## src/rtl/div_rem_sequencer_pkg.sv

```systemverilog
// Shared definitions for the RV32M divide/remainder sequencer: ALU select codes and FSM encoding.
// Any unit that must recognise a divide select code imports this package.
package div_rem_sequencer_pkg;

    localparam logic [4:0] AluDiv  = 5'b01100;
    localparam logic [4:0] AluRem  = 5'b01101;
    localparam logic [4:0] AluDivu = 5'b01110;
    localparam logic [4:0] AluRemu = 5'b01111;

    typedef enum logic [1:0] {
        StIdle  = 2'b00,
        StCalc  = 2'b01,
        StFixup = 2'b10
    } div_state_e;

    function automatic logic is_div_sel(input logic [4:0] sel);
        return (sel == AluDiv) || (sel == AluRem) || (sel == AluDivu) || (sel == AluRemu);
    endfunction

    function automatic logic is_rem_sel(input logic [4:0] sel);
        return (sel == AluRem) || (sel == AluRemu);
    endfunction

    function automatic logic is_unsigned_sel(input logic [4:0] sel);
        return (sel == AluDivu) || (sel == AluRemu);
    endfunction

endpackage

```

## src/rtl/div_rem_sequencer_div_step.sv

```systemverilog
// One radix-2 restoring divide iteration on unsigned magnitudes.
// Relies on rem_in < divisor, which the sequencer guarantees between iterations.
module div_rem_sequencer_div_step #(
    parameter int unsigned XLEN = 32
) (
    input  logic [XLEN-1:0] rem_in,
    input  logic [XLEN-1:0] quo_in,
    input  logic [XLEN-1:0] divisor,
    output logic [XLEN-1:0] rem_out,
    output logic [XLEN-1:0] quo_out
);

    logic [XLEN:0] shifted;
    logic [XLEN:0] trial;
    logic          no_borrow;

    always_comb begin
        shifted   = {rem_in, quo_in[XLEN-1]};
        trial     = shifted - {1'b0, divisor};
        // With the top shifted bit set the partial remainder already exceeds any divisor.
        no_borrow = shifted[XLEN] | ~trial[XLEN];
        rem_out   = no_borrow ? trial[XLEN-1:0] : shifted[XLEN-1:0];
        quo_out   = {quo_in[XLEN-2:0], no_borrow};
    end

endmodule

```

## src/rtl/div_rem_sequencer.sv

```systemverilog
// Multi-cycle RV32M DIV/DIVU/REM/REMU unit: latches an op from EX, iterates a restoring divide
// one quotient bit per cycle, then returns the signed-corrected result with a one-cycle done pulse.
module div_rem_sequencer
    import div_rem_sequencer_pkg::*;
#(
    parameter int unsigned XLEN  = 32,
    parameter int unsigned TAG_W = 5
) (
    input  logic             CLK,
    input  logic             RESET,
    input  logic             start,
    input  logic [4:0]       select,
    input  logic [XLEN-1:0]  operand_a,
    input  logic [XLEN-1:0]  operand_b,
    input  logic [TAG_W-1:0] tag_in,
    input  logic             flush,
    output logic             busy,
    output logic             done,
    output logic [XLEN-1:0]  result,
    output logic [TAG_W-1:0] tag_out
);

    localparam int unsigned     CntW   = $clog2(XLEN) + 1;
    localparam logic [XLEN-1:0] MinNeg = {1'b1, {(XLEN-1){1'b0}}};

    div_state_e       state_q, state_d;
    logic             is_rem_q, is_rem_d;
    logic             neg_quo_q, neg_quo_d;
    logic             neg_rem_q, neg_rem_d;
    logic [TAG_W-1:0] tag_q, tag_d;
    logic [XLEN-1:0]  rem_q, rem_d;
    logic [XLEN-1:0]  quo_q, quo_d;
    logic [XLEN-1:0]  dvsr_q, dvsr_d;
    logic [CntW-1:0]  cnt_q, cnt_d;
    logic             done_q, done_d;
    logic [XLEN-1:0]  result_q, result_d;
    logic [TAG_W-1:0] tag_out_q, tag_out_d;

    logic             signed_op;
    logic             div_zero;
    logic             overflow;
    logic [XLEN-1:0]  abs_a;
    logic [XLEN-1:0]  abs_b;
    logic [XLEN-1:0]  step_rem;
    logic [XLEN-1:0]  step_quo;

    div_rem_sequencer_div_step #(
        .XLEN (XLEN)
    ) u_div_step (
        .rem_in  (rem_q),
        .quo_in  (quo_q),
        .divisor (dvsr_q),
        .rem_out (step_rem),
        .quo_out (step_quo)
    );

    always_comb begin
        state_d   = state_q;
        is_rem_d  = is_rem_q;
        neg_quo_d = neg_quo_q;
        neg_rem_d = neg_rem_q;
        tag_d     = tag_q;
        rem_d     = rem_q;
        quo_d     = quo_q;
        dvsr_d    = dvsr_q;
        cnt_d     = cnt_q;
        done_d    = 1'b0;
        result_d  = result_q;
        tag_out_d = tag_out_q;

        signed_op = !is_unsigned_sel(select);
        div_zero  = (operand_b == '0);
        overflow  = signed_op && (operand_a == MinNeg) && (operand_b == '1);
        abs_a     = (signed_op && operand_a[XLEN-1]) ? -operand_a : operand_a;
        abs_b     = (signed_op && operand_b[XLEN-1]) ? -operand_b : operand_b;

        unique case (state_q)
            StIdle: begin
                if (start && !flush && is_div_sel(select)) begin
                    is_rem_d = is_rem_sel(select);
                    tag_d    = tag_in;
                    cnt_d    = '0;
                    // Special cases preload the final quotient/remainder and skip iteration.
                    if (div_zero) begin
                        quo_d     = '1;
                        rem_d     = operand_a;
                        neg_quo_d = 1'b0;
                        neg_rem_d = 1'b0;
                        state_d   = StFixup;
                    end else if (overflow) begin
                        quo_d     = MinNeg;
                        rem_d     = '0;
                        neg_quo_d = 1'b0;
                        neg_rem_d = 1'b0;
                        state_d   = StFixup;
                    end else begin
                        quo_d     = abs_a;
                        rem_d     = '0;
                        dvsr_d    = abs_b;
                        neg_quo_d = signed_op && (operand_a[XLEN-1] ^ operand_b[XLEN-1]);
                        neg_rem_d = signed_op && operand_a[XLEN-1];
                        state_d   = StCalc;
                    end
                end
            end
            StCalc: begin
                if (flush) begin
                    state_d = StIdle;
                end else begin
                    rem_d = step_rem;
                    quo_d = step_quo;
                    cnt_d = cnt_q + 1'b1;
                    if (cnt_q == CntW'(XLEN - 1)) begin
                        state_d = StFixup;
                    end
                end
            end
            StFixup: begin
                state_d = StIdle;
                if (!flush) begin
                    if (is_rem_q) begin
                        result_d = neg_rem_q ? -rem_q : rem_q;
                    end else begin
                        result_d = neg_quo_q ? -quo_q : quo_q;
                    end
                    tag_out_d = tag_q;
                    done_d    = 1'b1;
                end
            end
            default: state_d = StIdle;
        endcase
    end

    always_ff @(posedge CLK or posedge RESET) begin
        if (RESET) begin
            state_q   <= StIdle;
            is_rem_q  <= 1'b0;
            neg_quo_q <= 1'b0;
            neg_rem_q <= 1'b0;
            tag_q     <= '0;
            rem_q     <= '0;
            quo_q     <= '0;
            dvsr_q    <= '0;
            cnt_q     <= '0;
            done_q    <= 1'b0;
            result_q  <= '0;
            tag_out_q <= '0;
        end else begin
            state_q   <= state_d;
            is_rem_q  <= is_rem_d;
            neg_quo_q <= neg_quo_d;
            neg_rem_q <= neg_rem_d;
            tag_q     <= tag_d;
            rem_q     <= rem_d;
            quo_q     <= quo_d;
            dvsr_q    <= dvsr_d;
            cnt_q     <= cnt_d;
            done_q    <= done_d;
            result_q  <= result_d;
            tag_out_q <= tag_out_d;
        end
    end

    assign busy    = (state_q != StIdle);
    assign done    = done_q;
    assign result  = result_q;
    assign tag_out = tag_out_q;

endmodule

```

## config.mk

```make
export PLATFORM = sky130hd
export DESIGN_NAME = div_rem_sequencer
export DESIGN_NICKNAME = d
export VERILOG_FILES = /design/src/rtl/div_rem_sequencer_pkg.sv /design/src/rtl/div_rem_sequencer_div_step.sv /design/src/rtl/div_rem_sequencer.sv
export SDC_FILE = /design/constraint.sdc
export NUM_CORES = 1
export LEC_CHECK = 0
export ABC_CLOCK_PERIOD_IN_PS = 5500
export CAP_MARGIN = 20
export CORE_MARGIN = 5
export CORE_UTILIZATION = 41
export DETAILED_ROUTE_END_ITERATION = 10
export DONT_BUFFER_PORTS = 1
export GPL_TIMING_DRIVEN = 0
export MAX_ROUTING_LAYER = met4
export PLACE_DENSITY_LB_ADDON = 0.05
export RECOVER_POWER = 100
export REMOVE_ABC_BUFFERS = 1
export SYNTH_ARGS = -nofsm -noshare
export SYNTH_HDL_FRONTEND = slang
export SYNTH_HIERARCHICAL = 1
export SYNTH_SLANG_ARGS = --single-unit
```

## constraint.sdc

```tcl
create_clock -name CLK -period 5.5 [get_ports CLK]
set_clock_uncertainty 0.05 [all_clocks]
set_input_delay 0.825 -clock CLK [delete_from_list [all_inputs] [get_ports CLK]]
set_output_delay 0.825 -clock CLK [all_outputs]
set_load 0.02 [all_outputs]
```

=== Word level (Yosys, flattened, before mapping) ===
Index checks and enable logic that the tools add are counted.

* Bits in registers: 150
* Logic and storage cells: 89

* Add/sub/neg operators: 6
* Eq/ne operators: 12
* Multiplexer cells: 30
* Bitwise logic cells: 6
* Reductions and logical operators: 23

{| class="wikitable"
|+ Operators by type and width
! kind !! number
|-
| $mux W32 || 13
|-
| $neg A32 Y32 || 4
|-
| $pmux W32 S2 || 2
|-
| $eq A32 B32 Y1 const B || 2
|-
| $sub A33 B32 Y33 || 1
|-
| $logic_not A32 Y1 || 1
|-
| $eq A5 B4 Y1 const B || 4
|-
| $mux W6 || 2
|-
| $pmux W6 S2 || 1
|-
| $mux W2 || 5
|-
| $logic_and A1 B1 Y1 || 7
|-
| $add A6 B1 Y6 const B || 1
|-
| $eq A6 B5 Y1 const B || 1
|-
| $mux W1 || 6
|-
| $reduce_and A2 Y1 || 3
|-
| $logic_or A1 B1 Y1 || 5
|-
| $ne A2 B2 Y1 const B || 2
|-
| $not A1 Y1 || 4
|-
| $pmux W2 S2 || 1
|-
| $reduce_and A4 Y1 || 1
|-
| $reduce_bool A2 Y1 || 2
|-
| $ne A3 B3 Y1 const B || 1
|-
| $reduce_and A3 Y1 || 1
|-
| $eq A2 B1 Y1 const B || 1
|-
| other kinds (5) || 6
|}

=== Longest topological paths before layout ===
* Word-level depth: 9
* Depth in mapped cells: 17
* Gate-level depth less buffers: 14

=== Hierarchy ===
Netlist, hierarchy kept.

{| class="wikitable"
|+ By module, submodules not included
! module !! instances !! cells an instance !! area each (sq um)
|-
| div_rem_sequencer || 1 || 1062 || 9297.7
|-
| div_rem_sequencer_div_step || 1 || 366 || 2351.0
|}

=== Least setup slack after synthesis ===
Ideal clock, no wire load.

* Path kind: register to register
* Start: register quo_q[31]
* End: register rem_q[26]
* Data arrival time: 3.124 ns
* Required time: 5.324 ns
* Path slack: 2.201 ns
* Stages on the path, launching flop included: 15
* Path buffers: 0
* Period minus slack after synthesis: 3.299 ns
* Cell sequence: dfrtp_1 inv_1 ha_1 fa_1 nand2b_1 a21oi_2 o211ai_2 o21bai_1 a21boi_1 or4_1 o32ai_1 xnor2_1 o21ai_1 a221oi_1 nor2_1

* Word-level cells in the longest chain between the ends: 6

{| class="wikitable"
|+ Ends and longest elaborated chain
! item !! line !! RTL
|-
| start: declaration || div_rem_sequencer.sv:32 || <nowiki>logic [XLEN-1:0] quo_q, quo_d;</nowiki>
|-
| start signal: assignment || div_rem_sequencer.sv:155 || <nowiki>quo_q <= quo_d;</nowiki>
|-
| $sub A33 B32 Y33 * || div_rem_sequencer_div_step.sv:19 || <nowiki>trial = shifted - {1'b0, divisor};</nowiki>
|-
| $not A1 Y1 || div_rem_sequencer_div_step.sv:21 || <nowiki>no_borrow = shifted[XLEN] | ~trial[XLEN];</nowiki>
|-
| $or A1 B1 Y1 || div_rem_sequencer_div_step.sv:21 ||
|-
| $mux W32 * || div_rem_sequencer_div_step.sv:22 || <nowiki>rem_out = no_borrow ? trial[XLEN-1:0] : shifted[XLEN-1:0];</nowiki>
|-
| net step_rem[26] || div_rem_sequencer.sv:44 || <nowiki>logic [XLEN-1:0] step_rem;</nowiki>
|-
| $mux W32 * || div_rem_sequencer.sv:107 || <nowiki>if (flush) begin</nowiki>
|-
| $pmux W32 S2 * || div_rem_sequencer.sv:77 || <nowiki>unique case (state_q)</nowiki>
|-
| end signal: assignment || div_rem_sequencer.sv:154 || <nowiki>rem_q <= rem_d;</nowiki>
|-
| end: declaration || div_rem_sequencer.sv:31 || <nowiki>logic [XLEN-1:0] rem_q, rem_d;</nowiki>
|}

The timed path passes the listed nets; every way through them passes the cells marked *. The select of a mux whose other input is x is not followed.
A chain may end at the register's enable or synchronous reset.

=== Worst setup path in the final report ===
* Start: register rem_q[4]
* End: register rem_q[30]

* Word-level cells in the longest chain between the ends: 6

{| class="wikitable"
|+ Ends and longest elaborated chain
! item !! line !! RTL
|-
| $sub A33 B32 Y33 || div_rem_sequencer_div_step.sv:19 ||
|-
| $not A1 Y1 || div_rem_sequencer_div_step.sv:21 ||
|-
| $or A1 B1 Y1 || div_rem_sequencer_div_step.sv:21 ||
|-
| net step_quo[0] || div_rem_sequencer.sv:45 || <nowiki>logic [XLEN-1:0] step_quo;</nowiki>
|-
| $mux W32 || div_rem_sequencer_div_step.sv:22 ||
|-
| net step_rem[30] || div_rem_sequencer.sv:44 ||
|-
| $mux W32 || div_rem_sequencer.sv:107 ||
|-
| $pmux W32 S2 || div_rem_sequencer.sv:77 ||
|}

The timed path passes the listed nets, and every way through them passes these cells. The select of a mux whose other input is x is not followed.

==> results.py <==
metrics = {
    "clock_tree": {
        "clockRootBuffer": "clkbuf_16",
        "tritoncts": "built",
        "clock_path_buffers": 2,
        "cts_sinks": 150,
        "cts_setup_buffers": 0,
        "clock_latency_ps": 440,
        "cts_buffers": 17,
        "holdBufCountCts": 0,
        "clk_pin_slew_worst_paths_ps": 70,
        "cts_resized": 0,
        "cts_max_level": 4,
    },
    "floorplan": {
        "die_w_um": 179,
        "initial_core_util_pct": 41.7,
        "die_h_um": 179,
        "fp.coreArea_um2": 27900,
        "die-area_um2": 31900,
        "num_io_pins": 117,
        "std_cell_rows": 61,
    },
    "outcome": {
        "failed_checks": "max-capacitance violations, max-slew violations",
        "status": "finished, violations left",
    },
    "detailed_routing": {
        "first_pass_iters": 5,
        "postRouteAntennaNets": 0,
        "drtIter0Drc": 608,
        "viasPerCell": 5.61,
        "avgRoutedWirePerCell_um": 19.4,
        "routed_wl_mm": 33.9,
        "vias": 9773,
        "route.detailed.drc": 0,
    },
    "synthesis": {
        "ys_types": 78,
        "postSynth.asyncResetShare_pct": 100,
        "syn-cell-area_um2": 11600,
        "syn_inst": 1428,
        "synth-edff-count": 0,
        "yosysSeqAreaShare_pct": 32.2,
        "yosysWarnings": 6,
        "synth.avg_cell_area_um2": 8.16,
        "synth_ff_type": "dfrtp_1",
        "ys_ff_latch": 150,
    },
    "final_layout": {
        "post-route-util_pct": 43.7,
        "fillerInstances": 2942,
        "postLayoutCellArea_um2": 12200,
        "fin_nets": 1466,
        "drive_above_1_share_pct": 5.43,
        "mostFrequentLayoutCells": "nand2_1, dfrtp_1, o21ai_0, nor2_1, xnor2_1",
        "syn_to_final_growth_pct": 4.83,
        "layout.cells.most_common": "nand2_1",
    },
    "worst_setup_path": {
        "critPathMaxStageDelay_ps": 810,
        "worstSetupEndpointType": "flop",
        "arrival_ps": 4710,
        "path_cells": "ha_1 > a21o_1 > a211o_1 > o211ai_1 > o21ai_0 > and2_0 > a2111oi_4 > o31a_2 > inv_2 > mux2_1 > a221oi_1 > nor2_1",
        "path_max_fanout": 58,
        "r2r_start": "rem_q[4]",
        "r2r_end": "rem_q[30]",
        "path_class": "reg -> reg",
        "cp_slowest_cell": "o31a_2",
        "reg2reg_slack_ps": 1050,
        "critPathLaunchType": "flop",
        "crit_required_ps": 5770,
        "rr_worst_depth": 12,
    },
    "power": {
        "p_leak_uw": 0.00486,
        "ir_drop_v": 0.000236,
        "power-per-cell-area_nw_per_um2": 408,
    },
    "sta": {
        "max_freq_mhz": 225,
        "hold_violations": 0,
        "rsz0062_at_grt": "false",
        "tightest_slew_ps": 2570,
        "min_period_ps": 4450,
        "maxSlewViolCount": 78,
        "finalSetupTns_ps": 0,
        "post-route-period-util_pct": 80.9,
        "finalSetupViolCount": 0,
        "slew-limit-headroom_pct": -72.4,
        "worst_hold_slack_ps": 415,
    },
    "hold_path": {
        "hold_path.class": "reg -> reg",
        "holdPathEnd": "tag_out[4]",
        "min_path_cells": 2,
        "hold_start": "tag_q[4]",
    },
    "global_route": {
        "grtUsageTotal_pct": 22.0,
        "grt_max_degree": 113,
        "gr-total-overflow": 0,
        "grt_pass1_wl_mm": 53.7,
        "antenna_found_initial": 1,
        "grt_pass1_vias": 9528,
    },
    "place": {
        "dp_hpwl_mm": 26.2,
        "postPlaceCellArea_um2": 11800,
        "place_congestion": 0.877,
        "portBuffers": 0,
    },
    "run": {
        "maxCapViolCount": 2,
    },
}
[metal layers]
metal	routed length, µm	share of wire (%)	up-vias	GRT usage (%)
met2	14900	44	231	33.3
met4	737	2.2	0	6.01
met5	0	0	-	-
met3	1800	5.3	37	4.09
met1	16400	48	4562	30.4
li1	-	-	4943	-
[cell type report]
type                            instances  area (µm²)  area share, %
Sequential cell                       150        3750           30.7
Tap cell                              378         473           3.87
Inverter                               57         215           1.76
Clock inverter                         15         178           1.45
Clock buffer                           17         425           3.48
Antenna cell                            1        2.50         0.0205
Multi-Input combinational cell       1111        6980           57.2
Timing Repair Buffer                   12         184           1.51
[cell usage after synthesis (all sizes together) (6+ instances only)]
cell | instances | area, µm²
buf | 52 | 398
ha | 38 | 475
nor2 | 119 | 447
mux2 | 8 | 90.1
nand4 | 21 | 138
o21ai | 157 | 865
or2 | 7 | 43.8
dfrtp | 150 | 3750
and2 | 8 | 50.1
nand2 | 201 | 757
or3 | 32 | 200
nor3 | 19 | 105
mux2i | 16 | 160
o41ai | 22 | 193
o31ai | 39 | 298
xor2 | 73 | 639
o221ai | 7 | 61.3
a31oi | 17 | 106
inv | 56 | 210
or4 | 20 | 165
a21o | 9 | 67.6
nand2b | 17 | 106
a221oi | 33 | 289
clkbuf | 58 | 218
o22ai | 6 | 37.5
nand3 | 27 | 135
nor4 | 18 | 134
xnor2 | 74 | 648
a21oi | 70 | 354
[power breakdown]
group | switching (µW) | internal [µW]
Combinational | 1150 | 902
Sequential | 397 | 1310
Clock | 537 | 688
[metrics by stage]
| step | power [µW] | instances | setup WS, ps |
|---|---|---|---|
| final | 4980 | 1741 | 1050 |
| after global routing | 5390 | 1741 | 690 |
| after CTS | 5080 | 1740 | 1480 |
| after detailed placement | 3820 | 1708 | 1510 |
| after global placement | 3790 | 1696 | -3290 |
| after floorplan | 3270 | 1318 | 362 |
[state kept, by name (all words and copies together), names as in the netlist, 2 cells and up]
name	cells
cnt_q	6
dvsr_q	32
quo_q	32
rem_q	32
result	32
state_q	2
tag_q	5
tag_out	5
[worst max-delay path: cells and delay by family (launching register included)]
family                     cells  cell delay [ps]
AOI/OAI and AO/OA              7             2420
adders and majority gates      1              420
buffers and inverters          1              150
DFF                            1              520
muxes                          1              350
and+or+nand+nor                2              410
[worst max-delay path by stage]
stage / startpoint / slack (ps) / endpoint / cells past startpoint
6_report: rem_q[4] / 1050 / rem_q[30] / 12
5_1_grt: rem_q[4] / 690 / rem_q[30] / 12
4_1_cts: quo_q[31] / 1480 / rem_q[30] / 14
3_5_place_dp: quo_q[31] / 1510 / rem_q[30] / 14
3_3_place_gp: start / -3290 / quo_q[0] / 4
2_1_floorplan: start / 360 / quo_q[0] / 4
[kinds of logic (layout without fill, tap and decap cells)]
family / after synthesis / after routing / synth area share, %
DFF: 150 / 150 / 32.2
buffers and inverters: 167 / 101 / 7.12
and+or+nand+nor: 503 / 503 / 20.5
other: 0 / 1 / 0
xor gates and xnor gates: 147 / 147 / 11.1
muxes: 24 / 24 / 2.15
AOI/OAI and AO/OA: 398 / 398 / 22.7
adders and majority gates: 39 / 39 / 4.25
Power figures use the tool's default switching activity.
